===== src/rtl/fwd_scoreboard.sv =====
// fwd_scoreboard: latency-driven operand bypass select and issue stall over a DEPTH-entry shift scoreboard
module fwd_scoreboard #(
    parameter int REG_ADDR_WIDTH = 5,
    parameter int NUM_SRC        = 2,
    parameter int DEPTH          = 3,
    parameter int LAT_WIDTH      = 2,
    parameter int CNT_WIDTH      = 16,
    parameter int SEL_W          = $clog2(DEPTH + 1)
) (
    input  logic                              clk,
    input  logic                              rst_n,
    input  logic                              hold,
    input  logic                              flush,
    input  logic                              iss_valid,
    input  logic                              iss_wr_en,
    input  logic [REG_ADDR_WIDTH-1:0]         iss_rd,
    input  logic [LAT_WIDTH-1:0]              iss_lat,
    input  logic [NUM_SRC*REG_ADDR_WIDTH-1:0] src_rs,
    input  logic [NUM_SRC-1:0]                src_used,
    output logic [NUM_SRC*SEL_W-1:0]          fwd_sel,
    output logic                              stall,
    output logic [CNT_WIDTH-1:0]              stall_cnt
);
    logic [DEPTH-1:0]                     vld_q;
    logic [DEPTH-1:0][REG_ADDR_WIDTH-1:0] rd_q;
    logic [DEPTH-1:0][LAT_WIDTH-1:0]      cnt_q;
    logic [NUM_SRC-1:0]                   blocked;
    logic [NUM_SRC*SEL_W-1:0]             sel;
    logic [LAT_WIDTH-1:0]                 lat_clamp;
    logic                                 alloc;

    always_comb begin
        sel = '0;
        blocked = '0;
        for (int j = 0; j < NUM_SRC; j++)
            for (int i = DEPTH - 1; i >= 0; i--)
                if (src_used[j] && src_rs[j*REG_ADDR_WIDTH +: REG_ADDR_WIDTH] != '0 && vld_q[i] &&
                    rd_q[i] == src_rs[j*REG_ADDR_WIDTH +: REG_ADDR_WIDTH]) begin
                    sel[j*SEL_W +: SEL_W] = cnt_q[i] == '0 ? SEL_W'(i + 1) : '0;
                    blocked[j] = cnt_q[i] != '0;
                end
    end

    assign fwd_sel   = rst_n ? sel : '0;
    assign stall     = rst_n & iss_valid & (|blocked) & ~flush;
    assign lat_clamp = 32'(iss_lat) > DEPTH - 1 ? LAT_WIDTH'(DEPTH - 1) : iss_lat;
    assign alloc     = iss_valid & iss_wr_en & (iss_rd != '0) & ~stall & ~flush;

    always_ff @(posedge clk) begin
        if (!rst_n) begin
            vld_q <= '0;
            rd_q <= '0;
            cnt_q <= '0;
            stall_cnt <= '0;
        end else if (!hold) begin
            for (int i = DEPTH - 1; i > 0; i--) begin
                vld_q[i] <= vld_q[i-1];
                rd_q[i] <= rd_q[i-1];
                cnt_q[i] <= cnt_q[i-1] == '0 ? '0 : cnt_q[i-1] - 1'b1;
            end
            vld_q[0] <= alloc;
            rd_q[0] <= alloc ? iss_rd : '0;
            cnt_q[0] <= alloc ? lat_clamp : '0;
            if (stall && stall_cnt != '1)
                stall_cnt <= stall_cnt + 1'b1;
        end
    end
endmodule


===== config.mk =====
export PLATFORM = sky130hd
export DESIGN_NAME = fwd_scoreboard
export DESIGN_NICKNAME = d
export VERILOG_FILES = /design/src/rtl/fwd_scoreboard.sv
export SDC_FILE = /design/constraint.sdc
export NUM_CORES = 1
export LEC_CHECK = 0
export ABC_AREA = 1
export CAP_MARGIN = 20
export CORE_MARGIN = 5
export CORE_UTILIZATION = 35
export CTS_CLUSTER_SIZE = 30
export DETAILED_ROUTE_END_ITERATION = 10
export PLACE_DENSITY_LB_ADDON = 0.3
export SLEW_MARGIN = 20
export SYNTH_ARGS = -nofsm -noshare
export SYNTH_HDL_FRONTEND = slang
export SYNTH_SLANG_ARGS = --single-unit

===== constraint.sdc =====
create_clock -name clk -period 5.2 [get_ports clk]
set_clock_uncertainty 0.2 [all_clocks]
set_input_delay 1.04 -clock clk [delete_from_list [all_inputs] [get_ports clk]]
set_output_delay 1.04 -clock clk [all_outputs]
set_load 0.01 [all_outputs]

==> results.py <==
metrics = {
    "grt": {
        "grt_max_degree": 25,
        "grt-ovfl-total": 0,
        "grt_antenna_before_repair": 0,
        "first_global_vias": 2449,
        "global_route.usage.total_pct": 15.5,
        "wire_length_of_the_first_global_routing_pass_um": 11200,
    },
    "clock_network": {
        "tritoncts.num_buffers": 5,
        "worst_setup_hold_path_clk_slew_ns": 0.08,
        "clock_latency_on_the_worst_skew_pair_ns": 0.29,
        "tritoncts": "done",
        "h-tree-depth": 2,
        "cts_resized": 0,
        "clock_tree.buffer_depth": 2,
        "post_cts_buffers": 0,
        "clock_sinks": 40,
        "cts.hold.buffers_added": 0,
        "clockRootBuffer": "sky130_fd_sc_hd__clkbuf_8",
    },
    "placement": {
        "pre_cts_ws_ns": 0.612,
        "quantity_of_i_o_buffers_inserted_on_ports": 45,
        "place_congestion": 0.879,
        "dp_hpwl_um": 5100,
    },
    "power_and_ir_drop": {
        "power.share.combinational_pct": 13.5,
        "switching_share_of_total_power_pct": 25.4,
        "ir_drop_mv": 0.103,
        "power_frac_seq_pct": 48.2,
        "power_density_nw_per_um2": 206,
        "switching_power_of_the_nets_mw": 0.168,
        "pwr-share-clk_pct": 38.3,
        "power.leakage_nw": 1.36,
        "internal_portion_of_total_power_mw": 0.493,
    },
    "drt": {
        "dr.pass1.iters": 4,
        "route.detailed.vias_per_inst": 4.62,
        "wire_per_inst_um": 11.9,
        "dr_total_vias": 2541,
        "antenna_left": 0,
        "remaining_drc_errors": 0,
        "drt-initial-drc-count": 137,
        "detail_route.wirelength_um": 6530,
    },
    "timing": {
        "tns_ns": 0,
        "tightestPinTransition_ns": 0.717,
        "setup_viol_count_final": 0,
        "rsz0062_at_grt": "no",
        "worst_slew_margin_relative_to_its_limit_pct": 52.2,
        "post-route-worst-setup-slack_ns": 0.620,
        "max_clock_freq_mhz": 218,
        "report.final.slew_viol_count": 0,
        "finalCritPeriodShare_pct": 88.1,
        "period_minus_slack_ns": 4.58,
        "hold_violations": 0,
    },
    "hold_path": {
        "worst_hold_path.endpoint": "vld_q[0]",
        "hold_path_class": "register to register",
        "timing.hold.worst.start": "vld_q[0]",
        "hold-path-cell-count": 2,
    },
    "logic_synthesis": {
        "synth_fp_nets": 432,
        "yosysSeqAreaShare_pct": 31.5,
        "synth-warning-count": 0,
        "post_synth_instance_area_um2": 2540,
        "synthesized_area_per_cell_um2": 6.27,
        "postSynthCellCount": 406,
        "yosysUniqueCellTypes": 30,
        "synth-seq-cells": 40,
    },
    "layout": {
        "most_used_cells_in_the_layout_excluding_fill_and_tap_cells": "sky130_fd_sc_hd__nand2_1, sky130_fd_sc_hd__inv_1, sky130_fd_sc_hd__clkdlybuf4s50_1, sky130_fd_sc_hd__nor2_1, sky130_fd_sc_hd__dfxtp_1",
        "synthToLayoutAreaGrowth_pct": 25.9,
        "finalNetCount": 476,
        "most_common_cell_after_layout_fill_and_taps_aside": "sky130_fd_sc_hd__nand2_1",
        "multi_input_area_um2": 1430,
        "antennaDiodeCount": 0,
        "seqCellArea_um2": 801,
        "post_route_cells_drive_above_1_share_pct": 9.76,
        "fill_cells": 737,
    },
    "critical_path": {
        "cp_slowest_cell": "sky130_fd_sc_hd__clkdlybuf4s50_1",
        "r2r_slack_ns": 2.75,
        "worstPathBufferInverterCount": 4,
        "reg2reg_from": "stall_cnt[0]",
        "worstReg2RegEnd": "stall_cnt[10]",
        "worstPathCellList": "clkdlybuf4s50_1, inv_1, nand3_1, nand2_1, nor3_2, nand2_2, nand2_1, nand3_2, nand3_4, nand2_4, clkinv_2, clkdlybuf4s50_1",
        "required_ns": 3.96,
        "reg2reg_depth": 11,
        "critical_path_arrival_ns": 3.34,
        "timing.critical_path.to_type": "output pin",
        "crit_path_max_incr_delay_ns": 0.55,
        "criticalPathCategory": "primary input to output pin",
        "critPathLaunchType": "primary input",
        "cell_class_contributing_the_biggest_share_of_worst_path_delay": "buffers and inverters",
        "worstPathMaxFanout": 14,
    },
    "floorplan": {
        "horizontal_extent_of_the_die_um": 95.3,
        "boundaryPins": 46,
        "placeableCoreArea_um2": 7180,
        "chipHeight_um": 95.3,
        "fp.dieArea_um2": 9070,
        "start_util_pct": 35.4,
        "row_count": 31,
    },
    "job": {
        "max_cap_violations": 0,
    },
    "run_status": {
        "run_status": "complete, no violations",
    },
}
==> routing by layer <==
layer  vias to the layer above  part of all wire, %  track usage (%)
met4                         0                 0.70             3.37
met2                        55                   47             27.0
li1                       1377                    -                -
met3                         4                  4.1             2.53
met5                         -                    0                0
met1                      1105                   48             20.2
==> cell usage after synthesis <==
library cell	count	area [um^2]
sky130_fd_sc_hd__o22ai_1	1	6.26
sky130_fd_sc_hd__nor3_2	5	50.1
sky130_fd_sc_hd__nand4_1	21	131
sky130_fd_sc_hd__nand2_1	109	409
sky130_fd_sc_hd__nand3_2	3	30.0
sky130_fd_sc_hd__o21ai_0	14	70.1
sky130_fd_sc_hd__inv_1	58	218
sky130_fd_sc_hd__o211ai_1	2	15.0
sky130_fd_sc_hd__nand2_4	1	11.3
sky130_fd_sc_hd__nand2_2	5	31.3
sky130_fd_sc_hd__a21oi_1	33	165
sky130_fd_sc_hd__inv_2	10	37.5
sky130_fd_sc_hd__xor2_1	2	17.5
sky130_fd_sc_hd__o21ai_1	1	5.00
sky130_fd_sc_hd__buf_6	1	11.3
sky130_fd_sc_hd__buf_2	3	15.0
sky130_fd_sc_hd__nor2_1	41	154
sky130_fd_sc_hd__a21oi_2	1	8.76
sky130_fd_sc_hd__nand3_4	2	35.0
sky130_fd_sc_hd__o21bai_1	7	52.6
sky130_fd_sc_hd__nand3b_1	2	15.0
sky130_fd_sc_hd__xnor2_1	8	70.1
sky130_fd_sc_hd__clkbuf_1	8	30.0
sky130_fd_sc_hd__nor2_2	4	25.0
sky130_fd_sc_hd__nor3_1	3	15.0
sky130_fd_sc_hd__clkinv_2	1	5.00
sky130_fd_sc_hd__dfxtp_1	40	801
sky130_fd_sc_hd__ha_1	1	12.5
sky130_fd_sc_hd__nor4_1	1	6.26
sky130_fd_sc_hd__nand3_1	18	90.1
==> logic make-up (layout without fill, tap and decap cells) <==
kind of cell / count (synthesis) / count (layout) / synth area share [%]
fa+ha+maj: 1 / 1 / 0.492
buf+inv: 81 / 126 / 12.4
flops: 40 / 40 / 31.5
xor+xnor: 10 / 10 / 3.44
simple gates: 215 / 215 / 39.4
compound gates: 59 / 59 / 12.7
==> cell type report <==
cell class                      instances  share of cell area, %
Multi-Input combinational cell        285                   44.5
Sequential cell                        40                   25.0
Timing Repair Buffer                   49                   15.0
Inverter                               69                   8.13
Tap cell                               99                   3.87
Clock buffer                            5                   2.15
Clock inverter                          3                   1.33
==> power groups by stage <==
stage	clock [mW]	sequential, mW	combinational [mW]
floorplan	0	0.324	0.0525
global placement	0	0.325	0.0891
detailed placement	0	0.325	0.0893
CTS	0.262	0.318	0.0897
global route	0.275	0.319	0.100
finish	0.253	0.318	0.0893
==> worst max-delay path by stage <==
stage | to | start | slack [ns] | cells past startpoint
2_1_floorplan | stall | src_rs[9] | 1.98 | 9
3_3_place_gp | stall | src_rs[2] | 0.62 | 12
3_5_place_dp | stall | src_rs[4] | 0.61 | 12
4_1_cts | stall | src_rs[6] | 0.60 | 12
5_1_grt | stall | src_rs[2] | 0.39 | 12
6_report | stall | src_rs[4] | 0.62 | 12
==> tightest hold or removal path, cell delays in order (launching register included) <==
cell                      delay (ns)
sky130_fd_sc_hd__dfxtp_1        0.31
sky130_fd_sc_hd__nand2_1        0.06
sky130_fd_sc_hd__a21oi_1        0.05
==> flip-flops by register name, indices dropped and copies added (netlist names) <==
register   count
stall_cnt     16
rd_q          15
cnt_q          6
vld_q          3
==> through the flow <==
stage	cells	cell area, um^2	hold WS [ns]	total power [mW]	utilization [%]
3_3_place_gp	542	3090	0.254	0.414	43.1
4_1_cts	550	3200	0.270	0.670	44.6
3_5_place_dp	542	3090	0.258	0.415	43.1
5_1_grt	550	3200	0.282	0.694	44.6
2_1_floorplan	406	2540	0.245	0.376	-
6_report	550	3200	0.268	0.661	44.6
No activity file was read; power rests on OpenSTA's default activity.
==> variant, RTL diff (same settings) <==
Register the output `stall_cnt` once more; this adds one clock of latency there. The other outputs are not delayed to match.
--- a/src/rtl/fwd_scoreboard.sv
+++ b/src/rtl/fwd_scoreboard.sv
@@ -21,6 +21,8 @@
     output logic                              stall,
     output logic [CNT_WIDTH-1:0]              stall_cnt
 );
+
+    logic [CNT_WIDTH-1:0] stall_cnt_s0;
     logic [DEPTH-1:0]                     vld_q;
     logic [DEPTH-1:0][REG_ADDR_WIDTH-1:0] rd_q;
     logic [DEPTH-1:0][LAT_WIDTH-1:0]      cnt_q;
@@ -51,7 +53,7 @@
             vld_q <= '0;
             rd_q <= '0;
             cnt_q <= '0;
-            stall_cnt <= '0;
+            stall_cnt_s0 <= '0;
         end else if (!hold) begin
             for (int i = DEPTH - 1; i > 0; i--) begin
                 vld_q[i] <= vld_q[i-1];
@@ -61,9 +63,13 @@
             vld_q[0] <= alloc;
             rd_q[0] <= alloc ? iss_rd : '0;
             cnt_q[0] <= alloc ? lat_clamp : '0;
-            if (stall && stall_cnt != '1)
-                stall_cnt <= stall_cnt + 1'b1;
+            if (stall && stall_cnt_s0 != '1)
+                stall_cnt_s0 <= stall_cnt_s0 + 1'b1;
         end
     end
+    always_ff @(posedge clk) begin
+        stall_cnt <= stall_cnt_s0;
+    end
+
 endmodule
 
Formal check against the unedited RTL: not equivalent (Yosys sat finds a counterexample within 4 cycles, from zero or initial values and one cycle with rst_n low).
==> variant against the unedited design <==
Sequential cell count rose by 16. Wire length rose by 5.3%. Setup slack improved by 0.012 ns. Maximum frequency rose by 0.27%. Synthesized cell count rose by 4.2%. Design area rose by 8.9%. Count of clock-buffer cells in the layout did not move. Clock power fell by 4%. Total power rose by 18%. Area after synthesis rose by 12%. Largest power group unchanged.
==> variant: results (changes against the unedited design) <==
pwr:
  peakVddDrop_uv: 123  # +20%
  power_w: 0.000778  # +18%
  comb_power_share_pct: 11.7  # -1.8 points
  intPower_w: 0.000573  # +16%
global_route:
  grt_max_degree: 37  # +48%
  use_met1_pct: 19.8  # -0.34 points
  grtUsageMet3_pct: 3.13  # +0.60 points
  met2_usage_pct: 22.6  # -4.4 points
  grtUsageTotal_pct: 14.2  # -1.3 points
timing:
  slew_headroom_pct: 44.7  # -7.5 points
  fin_crit_ns: 4.57  # -0.0121 ns
place:
  gp_congestion: 0.840  # -4.4%
  dpl_cell_area_sq_mm: 0.00339  # +9.8%
  dpl.hpwl_microns: 5300  # +4.0%
worst_setup_path:
  crit_path_start: "src_rs[6]"
  cpPeakStageDelay_ns: 0.60  # +0.05 ns
route:
  m1WireLength_microns: 3430  # +9.0%
  routed_wirelength_microns: 6870  # +5.3%
  vias: 2687  # +5.7%
  routedWlPerCell_microns: 12.0  # +1.0%
  drtIter0Drc: 168  # +23%
  wl_met2_microns: 3030  # -1.1%
clock_tree:
  clk_pin_slew_worst_paths_ns: 0.11  # +0.03 ns
  clkLatencyLatePin_ns: 0.31  # +0.02 ns
final_layout:
  fillCellCount: 849  # +15%
  reg.largest.list: "stall_cnt (16), stall_cnt_s0 (16), rd_q (15)"
  fin_nets: 493  # +3.6%
worst_hold_path:
  holdPathStages: 0  # -2
synthesis:
  synth_fa_ha_area_share_pct: 0.438  # -0.053 points
  synth_common_cells: "nand2_1 (107), inv_1 (64), dfxtp_1 (56)"
  synth_compound_area_share_pct: 12.1  # -0.59 points
run_status:
  outcome: "complete, no violations"
[variant: changes by cell type in the layout (fill, tap and decap cells not counted), sizes merged, moves of 2 or more]
cell	unedited run	this run
nand3b	2	0
nand2	115	111
o21ai	15	20
nor2	45	49
a21boi	0	2
nand3	23	26
xnor2	8	5
a21oi	34	31
inv	68	70
dfxtp	40	56
[variant: critical path, delay by kind of cell]
| family | cells | cell delay [ns] |
|---|---|---|
| AO/OA/AOI/OAI | 1 | 0.07 |
| AND/OR/NAND/NOR | 9 | 0.92 |
| buffers and inverters | 4 | 1.31 |
[variant: final cells by class]
cell class                 count  area, sq um  share of cell area (%)
clock buffer                   5         68.8                    1.97
multi-input combinational    287         1400                    40.3
timing repair buffer          48          473                    13.6
clock inverter                 3         25.0                   0.718
inverter                      69          264                    7.57
tap                          105          131                    3.77
sequential                    56         1120                    32.1
